`src/rtl/fifo_arbiter.sv`:
```
// -----------------------------------------------------------------------------
// fifo_arbiter
// Shares one downstream FIFO write port among NUMREQ requesters. Arbitration is
// round-robin with packet lock. A grant is held until the granted requester
// presents its end-of-packet beat, or until MAXBURST beats have been accepted.
// After every release the block spends at least one cycle in IDLE before it
// issues the next grant.
//
// Ports
//   clk_i    : clock, rising edge
//   rstn_i   : asynchronous active-low reset
//   valid_i  : per-requester valid            [NUMREQ]
//   data_i   : per-requester payload, requester k at [k*SIZEDATA +: SIZEDATA]
//   last_i   : per-requester end-of-packet    [NUMREQ]
//   ready_o  : per-requester ready            [NUMREQ]
//   valid_o  : write valid towards the FIFO
//   data_o   : write payload towards the FIFO
//   last_o   : end-of-packet towards the FIFO
//   ready_i  : FIFO not full
//   grant_o  : registered one-hot grant, zero while idle
//   busy_o   : high while a grant is active
// -----------------------------------------------------------------------------
module fifo_arbiter #(
    parameter int SIZEDATA = 32,
    parameter int NUMREQ   = 4,
    parameter int MAXBURST = 8
) (
    input  logic                         clk_i,
    input  logic                         rstn_i,
    input  logic [NUMREQ-1:0]            valid_i,
    input  logic [NUMREQ*SIZEDATA-1:0]   data_i,
    input  logic [NUMREQ-1:0]            last_i,
    output logic [NUMREQ-1:0]            ready_o,
    output logic                         valid_o,
    output logic [SIZEDATA-1:0]          data_o,
    output logic                         last_o,
    input  logic                         ready_i,
    output logic [NUMREQ-1:0]            grant_o,
    output logic                         busy_o
);

    localparam int PTRW = $clog2(NUMREQ);
    localparam int CNTW = $clog2(MAXBURST + 1);
    localparam logic [PTRW-1:0] PTR_LAST = PTRW'(NUMREQ - 1);
    localparam logic [CNTW-1:0] CNT_LAST = CNTW'(MAXBURST - 1);

    typedef enum logic [0:0] {
        IDLE = 1'b0,
        BUSY = 1'b1
    } state_t;

    state_t              state_q, state_d;
    logic [NUMREQ-1:0]   grant_q, grant_d;
    logic [PTRW-1:0]     gidx_q, gidx_d;
    logic [PTRW-1:0]     rr_ptr_q, rr_ptr_d;
    logic [CNTW-1:0]     beat_cnt_q, beat_cnt_d;

    logic [SIZEDATA-1:0] data_arr_s [NUMREQ];
    logic [PTRW-1:0]     win_idx_s;
    logic [PTRW-1:0]     cand_s;
    logic                found_s;
    logic                beat_s;
    logic                release_s;

    // Unpack the flat payload bus so the granted lane can be picked by index.
    for (genvar k = 0; k < NUMREQ; k++) begin : g_unpack
        assign data_arr_s[k] = data_i[k*SIZEDATA +: SIZEDATA];
    end

    // Round-robin search: first valid requester at or above rr_ptr, wrapping.
    // The wrap is a compare against NUMREQ-1 so non-power-of-2 counts work.
    always_comb begin
        found_s   = 1'b0;
        win_idx_s = '0;
        cand_s    = rr_ptr_q;
        for (int i = 0; i < NUMREQ; i++) begin
            if (!found_s && valid_i[cand_s]) begin
                found_s   = 1'b1;
                win_idx_s = cand_s;
            end else begin
                found_s   = found_s;
            end
            if (cand_s == PTR_LAST) begin
                cand_s = '0;
            end else begin
                cand_s = cand_s + PTRW'(1);
            end
        end
    end

    // Combinational datapath from the granted requester to the FIFO port.
    always_comb begin
        valid_o = 1'b0;
        data_o  = '0;
        last_o  = 1'b0;
        ready_o = '0;
        if (state_q == BUSY) begin
            valid_o         = valid_i[gidx_q];
            data_o          = data_arr_s[gidx_q];
            last_o          = last_i[gidx_q];
            ready_o[gidx_q] = ready_i;
        end else begin
            valid_o = 1'b0;
        end
    end

    // A stalled requester or a full FIFO produces no beat. Release on the
    // end-of-packet beat or on the beat that fills the burst budget.
    assign beat_s    = (state_q == BUSY) && valid_o && ready_i;
    assign release_s = beat_s && (last_o || (beat_cnt_q == CNT_LAST));

    // Next-state logic for the arbitration FSM and its bookkeeping.
    always_comb begin
        state_d    = state_q;
        grant_d    = grant_q;
        gidx_d     = gidx_q;
        rr_ptr_d   = rr_ptr_q;
        beat_cnt_d = beat_cnt_q;
        case (state_q)
            IDLE: begin
                if (found_s) begin
                    state_d    = BUSY;
                    gidx_d     = win_idx_s;
                    grant_d    = {{(NUMREQ-1){1'b0}}, 1'b1} << win_idx_s;
                    beat_cnt_d = '0;
                end else begin
                    grant_d    = '0;
                end
            end
            BUSY: begin
                if (release_s) begin
                    // Going through IDLE guarantees one idle cycle per packet.
                    state_d    = IDLE;
                    grant_d    = '0;
                    beat_cnt_d = '0;
                    if (gidx_q == PTR_LAST) begin
                        rr_ptr_d = '0;
                    end else begin
                        rr_ptr_d = gidx_q + PTRW'(1);
                    end
                end else if (beat_s) begin
                    beat_cnt_d = beat_cnt_q + CNTW'(1);
                end else begin
                    beat_cnt_d = beat_cnt_q;
                end
            end
            default: begin
                state_d    = IDLE;
                grant_d    = '0;
                beat_cnt_d = '0;
            end
        endcase
    end

    // FSM state and registered grant; reset drops any grant immediately.
    always_ff @(posedge clk_i or negedge rstn_i) begin
        if (!rstn_i) begin
            state_q    <= IDLE;
            grant_q    <= '0;
            gidx_q     <= '0;
            rr_ptr_q   <= '0;
            beat_cnt_q <= '0;
        end else begin
            state_q    <= state_d;
            grant_q    <= grant_d;
            gidx_q     <= gidx_d;
            rr_ptr_q   <= rr_ptr_d;
            beat_cnt_q <= beat_cnt_d;
        end
    end

    assign grant_o = grant_q;
    assign busy_o  = (state_q == BUSY);

endmodule

```
`config.mk`:
```
export PLATFORM = sky130hd
export DESIGN_NAME = fifo_arbiter
export DESIGN_NICKNAME = d
export VERILOG_FILES = /design/src/rtl/fifo_arbiter.sv
export SDC_FILE = /design/constraint.sdc
export NUM_CORES = 1
export LEC_CHECK = 0
export BUFFER_PORTS_ARGS = -buffer_cell sky130_fd_sc_hd__buf_2
export CORE_ASPECT_RATIO = 1.1
export CORE_MARGIN = 2
export CORE_UTILIZATION = 43
export DETAILED_ROUTE_END_ITERATION = 6
export PLACE_DENSITY = 0.88
export REMOVE_ABC_BUFFERS = 1
export SLEW_MARGIN = 5
export SYNTH_ARGS = -nofsm -noshare
export SYNTH_HDL_FRONTEND = slang
export SYNTH_SLANG_ARGS = --single-unit
```
`constraint.sdc`:
```
create_clock -name clk_i -period 3.45 [get_ports clk_i]
set_input_delay 0.69 -clock clk_i [delete_from_list [all_inputs] [get_ports clk_i]]
set_output_delay 0.69 -clock clk_i [all_outputs]
set_load 0.005 [all_outputs]
```
-- Yosys cells after proc, flatten, opt, wreduce, memory -nomap -nowiden
Index checks and enable logic that the tools add are counted.
- word-level logic and storage cells: 86
- bits in registers: 13
- bits of input ports: 139
- output and inout port bits: 43
- muxes and demuxes: 43
- $add $sub $neg: 5
- shift-type cells: 1
- $lt $le $gt $ge: 7
- bitwise gates (word level): 3
- reduce and logical (&&, ||, !) cells: 14
- eq/ne operators: 8
- operators with widths (operator ; number):
    32-bit 2-to-1 mux ; 3
    32-bit binary-select mux with 2-bit select ; 1
    4-bit 2-to-1 mux ; 6
    2-bit 2-to-1 mux ; 8
    4-bit one-hot mux with 2 select lines ; 2
    2-bit by 3-bit < comparator with 1-bit output (second input constant) ; 5
    1-bit 2-to-1 mux ; 15
    1-bit binary-select mux with 2-bit select ; 6
    2-bit by 1-bit adder with 2-bit output (second input constant) ; 4
    2-bit == test (second input constant) ; 4
    1-bit logical AND ; 7
    2-bit AND reduction ; 3
    4-bit by 1-bit adder with 4-bit output (second input constant) ; 1
    4-bit bitwise AND ; 1
    4-bit by 3-bit == test with 1-bit output (second input constant) ; 1
    1-bit by 2-bit left shift with 4-bit output (first input constant) ; 1
    3-bit greater-or-equal comparator (second input constant) ; 1
    1-bit zero test ; 3
    3-bit by 1-bit != test with 1-bit output (second input constant) ; 1
    2-bit NOT with 3-bit output ; 1
    1-bit demux with 2-bit select ; 1
    2-bit by 1-bit greater-or-equal comparator with 1-bit output (second input constant) ; 1
    2-bit by 1-bit != test with 1-bit output (second input constant) ; 1
    2-bit != test (second input constant) ; 1
    3 further kinds ; 3

-- Longest topological paths before layout
- word-level depth: 15
- depth in mapped cells: 8
- gate-level depth less buffers: 6

-- Worst setup path before layout
No wires, ideal clock.
- path kind: input-to-output
- from: input port valid_i[2]
- to: output port valid_o
- slack: 1235 ps
- arrival: 1525 ps
- stages on the path: 3
- required time: 2760 ps
- path buffers: 1
- cells stage by stage: buf_2 mux4_2 and2_1
- word-level cells in the longest chain between the ends: 3
- ends and longest elaborated chain (what ; RTL line ; source):
    start: declaration ; 30 ; input logic [NUMREQ-1:0] valid_i,
    1-bit binary-select mux with 2-bit select ; 98 ; valid_o = valid_i[gidx_q];
    1-bit 2-to-1 mux (not written as such) ; 98 ;
    1-bit 2-to-1 mux ; 97 ; if (state_q == BUSY) begin
    end: declaration ; 34 ; output logic valid_o,
Every way passes these cells. The select of a mux whose other input is x is not followed.

-- Worst setup path after layout
- from: register gidx_q[0]
- to: output port data_o[4]
- word-level cells in the longest chain between the ends: 5
- ends and longest elaborated chain (what ; RTL line ; source):
    start: declaration ; 54 ; logic [PTRW-1:0] gidx_q, gidx_d;
    start signal: assignment ; 166 ; gidx_q <= gidx_d;
    2-bit NOT with 3-bit output (not written as such) ; 99 ; data_o = data_arr_s[gidx_q];
    32-bit binary-select mux with 2-bit select ; 99 ;
    32-bit 2-to-1 mux (not written as such) (2 in a row) ; 99 ;
    32-bit 2-to-1 mux ; 97 ;
    end: declaration ; 35 ; output logic [SIZEDATA-1:0] data_o,
Every way passes these cells. The select of a mux whose other input is x is not followed.

==> results.sh <==
export IMPL_synth_seq_cells=13
export IMPL_busiest_layer="met2"
export IMPL_grt_max_degree=47
export IMPL_first_pass_iters=6
export IMPL_slew_violations=0
export IMPL_cts_tree="yes"
export IMPL_power_frac_comb=0.768
export IMPL_hold_buffers=0
export IMPL_slew_limit_headroom=0.236
export IMPL_gr_usage_met1=0.330
export IMPL_crit_type="reg -> out"
export IMPL_rr_startpoint="rr_ptr_q[1]$_DFFE_PN0P_"
export IMPL_final_util=0.631
export IMPL_final_cell_mix="181 x buf_2, 35 x mux4_2, 35 x and2_1"
export IMPL_fp_dieH_um=78.4
export IMPL_ir_drop_mv=0.419
export IMPL_worst_path_buf_inv=2
export IMPL_ys_types=44
export IMPL_grt_pass1_wl_um=12000
export IMPL_dpl_hpwl_um=6400
export IMPL_finalSetupViolCount=0
export IMPL_initial_core_util=0.439
export IMPL_tightest_slew_ns=1.15
export IMPL_pwr_share_clk=0.057
export IMPL_powerDensity_nw_per_um2=737
export IMPL_critPathLaunch="gidx_q[0]$_DFFE_PN0P_"
export IMPL_port_buffers=181
export IMPL_end_kind="primary output"
export IMPL_switchingPower_mw=1.00
export IMPL_arrival_ns=2.16
export IMPL_final_common_cell="buf_2"
export IMPL_ant_nets=0
export IMPL_required_ns=2.76
export IMPL_avgSynthCellArea_um2=10.8
export IMPL_vias_per_cell=5.61
export IMPL_nNetsFinal=513
export IMPL_cts_max_path_buffers=2
export IMPL_vias=2384
export IMPL_seqPwrFrac=0.175
export IMPL_overflow=0
export IMPL_p_int_mw=1.29
export IMPL_tns_ns=0
export IMPL_rsz0062_at_grt="false"
export IMPL_syn_to_final_growth_pct=43.6
export IMPL_hold_violations=0
export IMPL_die_area_um2=5620
export IMPL_synth_seq_area_share=0.150
export IMPL_drt_initial_drc_count=48
export IMPL_cp_start_kind="register"
export IMPL_timing_hold_ws_ns=0.328
export IMPL_drcViolationCount=0
export IMPL_use_met2=0.488
export IMPL_globalplace_congestion=0.895
export IMPL_core_um2=4930
export IMPL_post_cts_buffers=0
export IMPL_clock_skew_ns=0.00253
export IMPL_clk_pin_slew_worst_paths_ns=0.05
export IMPL_post_route_period_util=0.825
export IMPL_num_io_pins=182
export IMPL_drive_above_1_share=0.629
export IMPL_wl_per_cell_um=18.1
export IMPL_rows=27
export IMPL_p_leak_nw=1.55
export IMPL_cp_slowest_cell="dfrtp_2"
export IMPL_synth_edff_count=0
export IMPL_antenna_found_initial=0
export IMPL_use_met3=0.0578
export IMPL_hp_class="in -> async"
export IMPL_swShare=0.436
export IMPL_wl_um=7680
export IMPL_cap_violations=0
export IMPL_syn_area_um2=2170
export IMPL_grt_pass1_vias=2540
export IMPL_cts_root_buf="clkbuf_8"
export IMPL_htreeDepth=1
export IMPL_numCtsBuffers=3
export IMPL_crit_path_max_fanout=22
export IMPL_outcome="complete, no violations"
export IMPL_cts_resized_gates=0
export IMPL_grt_total_usage=0.273
export IMPL_crit_chain="buf_12 > mux4_2 > and2_1 > buf_2"
export IMPL_die_w_um=71.7
export IMPL_ys_async_sr_fraction=1.00
export IMPL_synthCells=201
export IMPL_critPathTopFamily="flip-flops"
export IMPL_fmax_mhz=351
export IMPL_n_antenna_cell=0
export IMPL_period_needed_ns=2.85
export IMPL_cp_slowest_stage_delay_ns=0.80
export IMPL_synth_top_flop_cell="dfrtp_1"
export IMPL_synth_warnings=0
export IMPL_insertion_delay_ns=0.24
export IMPL_cts_sinks=13
-- cell type report --
class                           count  area [um2]
Fill cell                         410        1820
Multi-Input combinational cell    157        1680
Timing Repair Buffer              184         953
Sequential cell                    13         327
Tap cell                           58        72.6
Clock buffer                        4        45.0
Inverter                            9        33.8
-- power by group through the flow --
stage          clock network [mW]  logic, mW  registers, mW
6_report                    0.131       1.76          0.400
5_1_grt                     0.140       1.93          0.435
4_1_cts                     0.130       1.77          0.405
3_5_place_dp                    0       1.76          0.407
3_3_place_gp                    0       1.71          0.396
2_1_floorplan                   0       1.09          0.450
-- cell usage after synthesis (2+ instances only) --
master / instances / area, um2
nand3_1: 2 / 10.0
buf_6: 3 / 33.8
inv_1: 9 / 33.8
or2_2: 2 / 12.5
nor3b_1: 2 / 15.0
a31oi_1: 2 / 12.5
buf_2: 6 / 30.0
nor2_1: 7 / 26.3
a221oi_1: 2 / 17.5
a32oi_1: 2 / 17.5
buf_4: 4 / 30.0
dfrtp_1: 13 / 325
a32o_1: 3 / 30.0
mux2_2: 2 / 22.5
and2_1: 35 / 219
ha_1: 6 / 75.1
clkbuf_1: 7 / 26.3
nand2_1: 5 / 18.8
buf_1: 2 / 7.51
o31ai_1: 7 / 52.6
nand2b_1: 2 / 12.5
a211oi_1: 2 / 15.0
o21ai_0: 4 / 20.0
mux2i_1: 7 / 70.1
mux4_2: 35 / 788
and3_1: 6 / 37.5
and3b_1: 4 / 35.0
nor2b_1: 4 / 25.0
-- state kept, by name, summed over array words and instances (netlist names) --
register and cells:
grant_o 4, rr_ptr_q 2, gidx_q 2, busy_o 1, beat_cnt_q 4
-- metrics by stage --
step | total power, mW | setup slack, ns | cells | area (um2)
3_5_place_dp | 2.16 | 0.801 | 421 | 3070
6_report | 2.29 | 0.604 | 425 | 3110
3_3_place_gp | 2.10 | 0.863 | 421 | 3070
4_1_cts | 2.30 | 0.546 | 425 | 3110
2_1_floorplan | 1.54 | 0.353 | 179 | 2040
5_1_grt | 2.50 | 0.442 | 425 | 3110
-- worst register-to-register path, cell delays in order, from the launching register on --
cell	delay, ns
dfrtp_1	0.52
ha_1	0.67
mux2i_1	0.18
mux2i_1	0.32
and3b_1	0.24
a211oi_1	0.46
a32o_1	0.25
-- routing by layer --
layer / wire, um / share of wire
met2: 3840 / 0.50
met1: 2940 / 0.38
met5: 0 / 0
met3: 745 / 0.097
met4: 159 / 0.021
-- cell families after synthesis --
group / after synthesis / share of synthesized area
simple gates: 74 / 0.210
flops: 13 / 0.150
fa+ha+maj: 6 / 0.0347
compound gates: 32 / 0.120
mux: 44 / 0.407
xor+xnor: 1 / 0.00404
buf+inv: 31 / 0.0745
-- worst paths after layout --
check,end,slack (ns),depth (start not counted)
min,beat_cnt_q[3]$_DFFE_PN0P_,0.33,1
min reg2reg,grant_o[2]$_DFFE_PN0P_,0.48,2
max in group asynchronous,gidx_q[0]$_DFFE_PN0P_,2.88,1
max,data_o[4],0.60,4
max reg2reg,grant_o[0]$_DFFE_PN0P_,0.74,6
min in group clk_i,grant_o[2]$_DFFE_PN0P_,0.48,2
(Power assumes the default switching activity.)
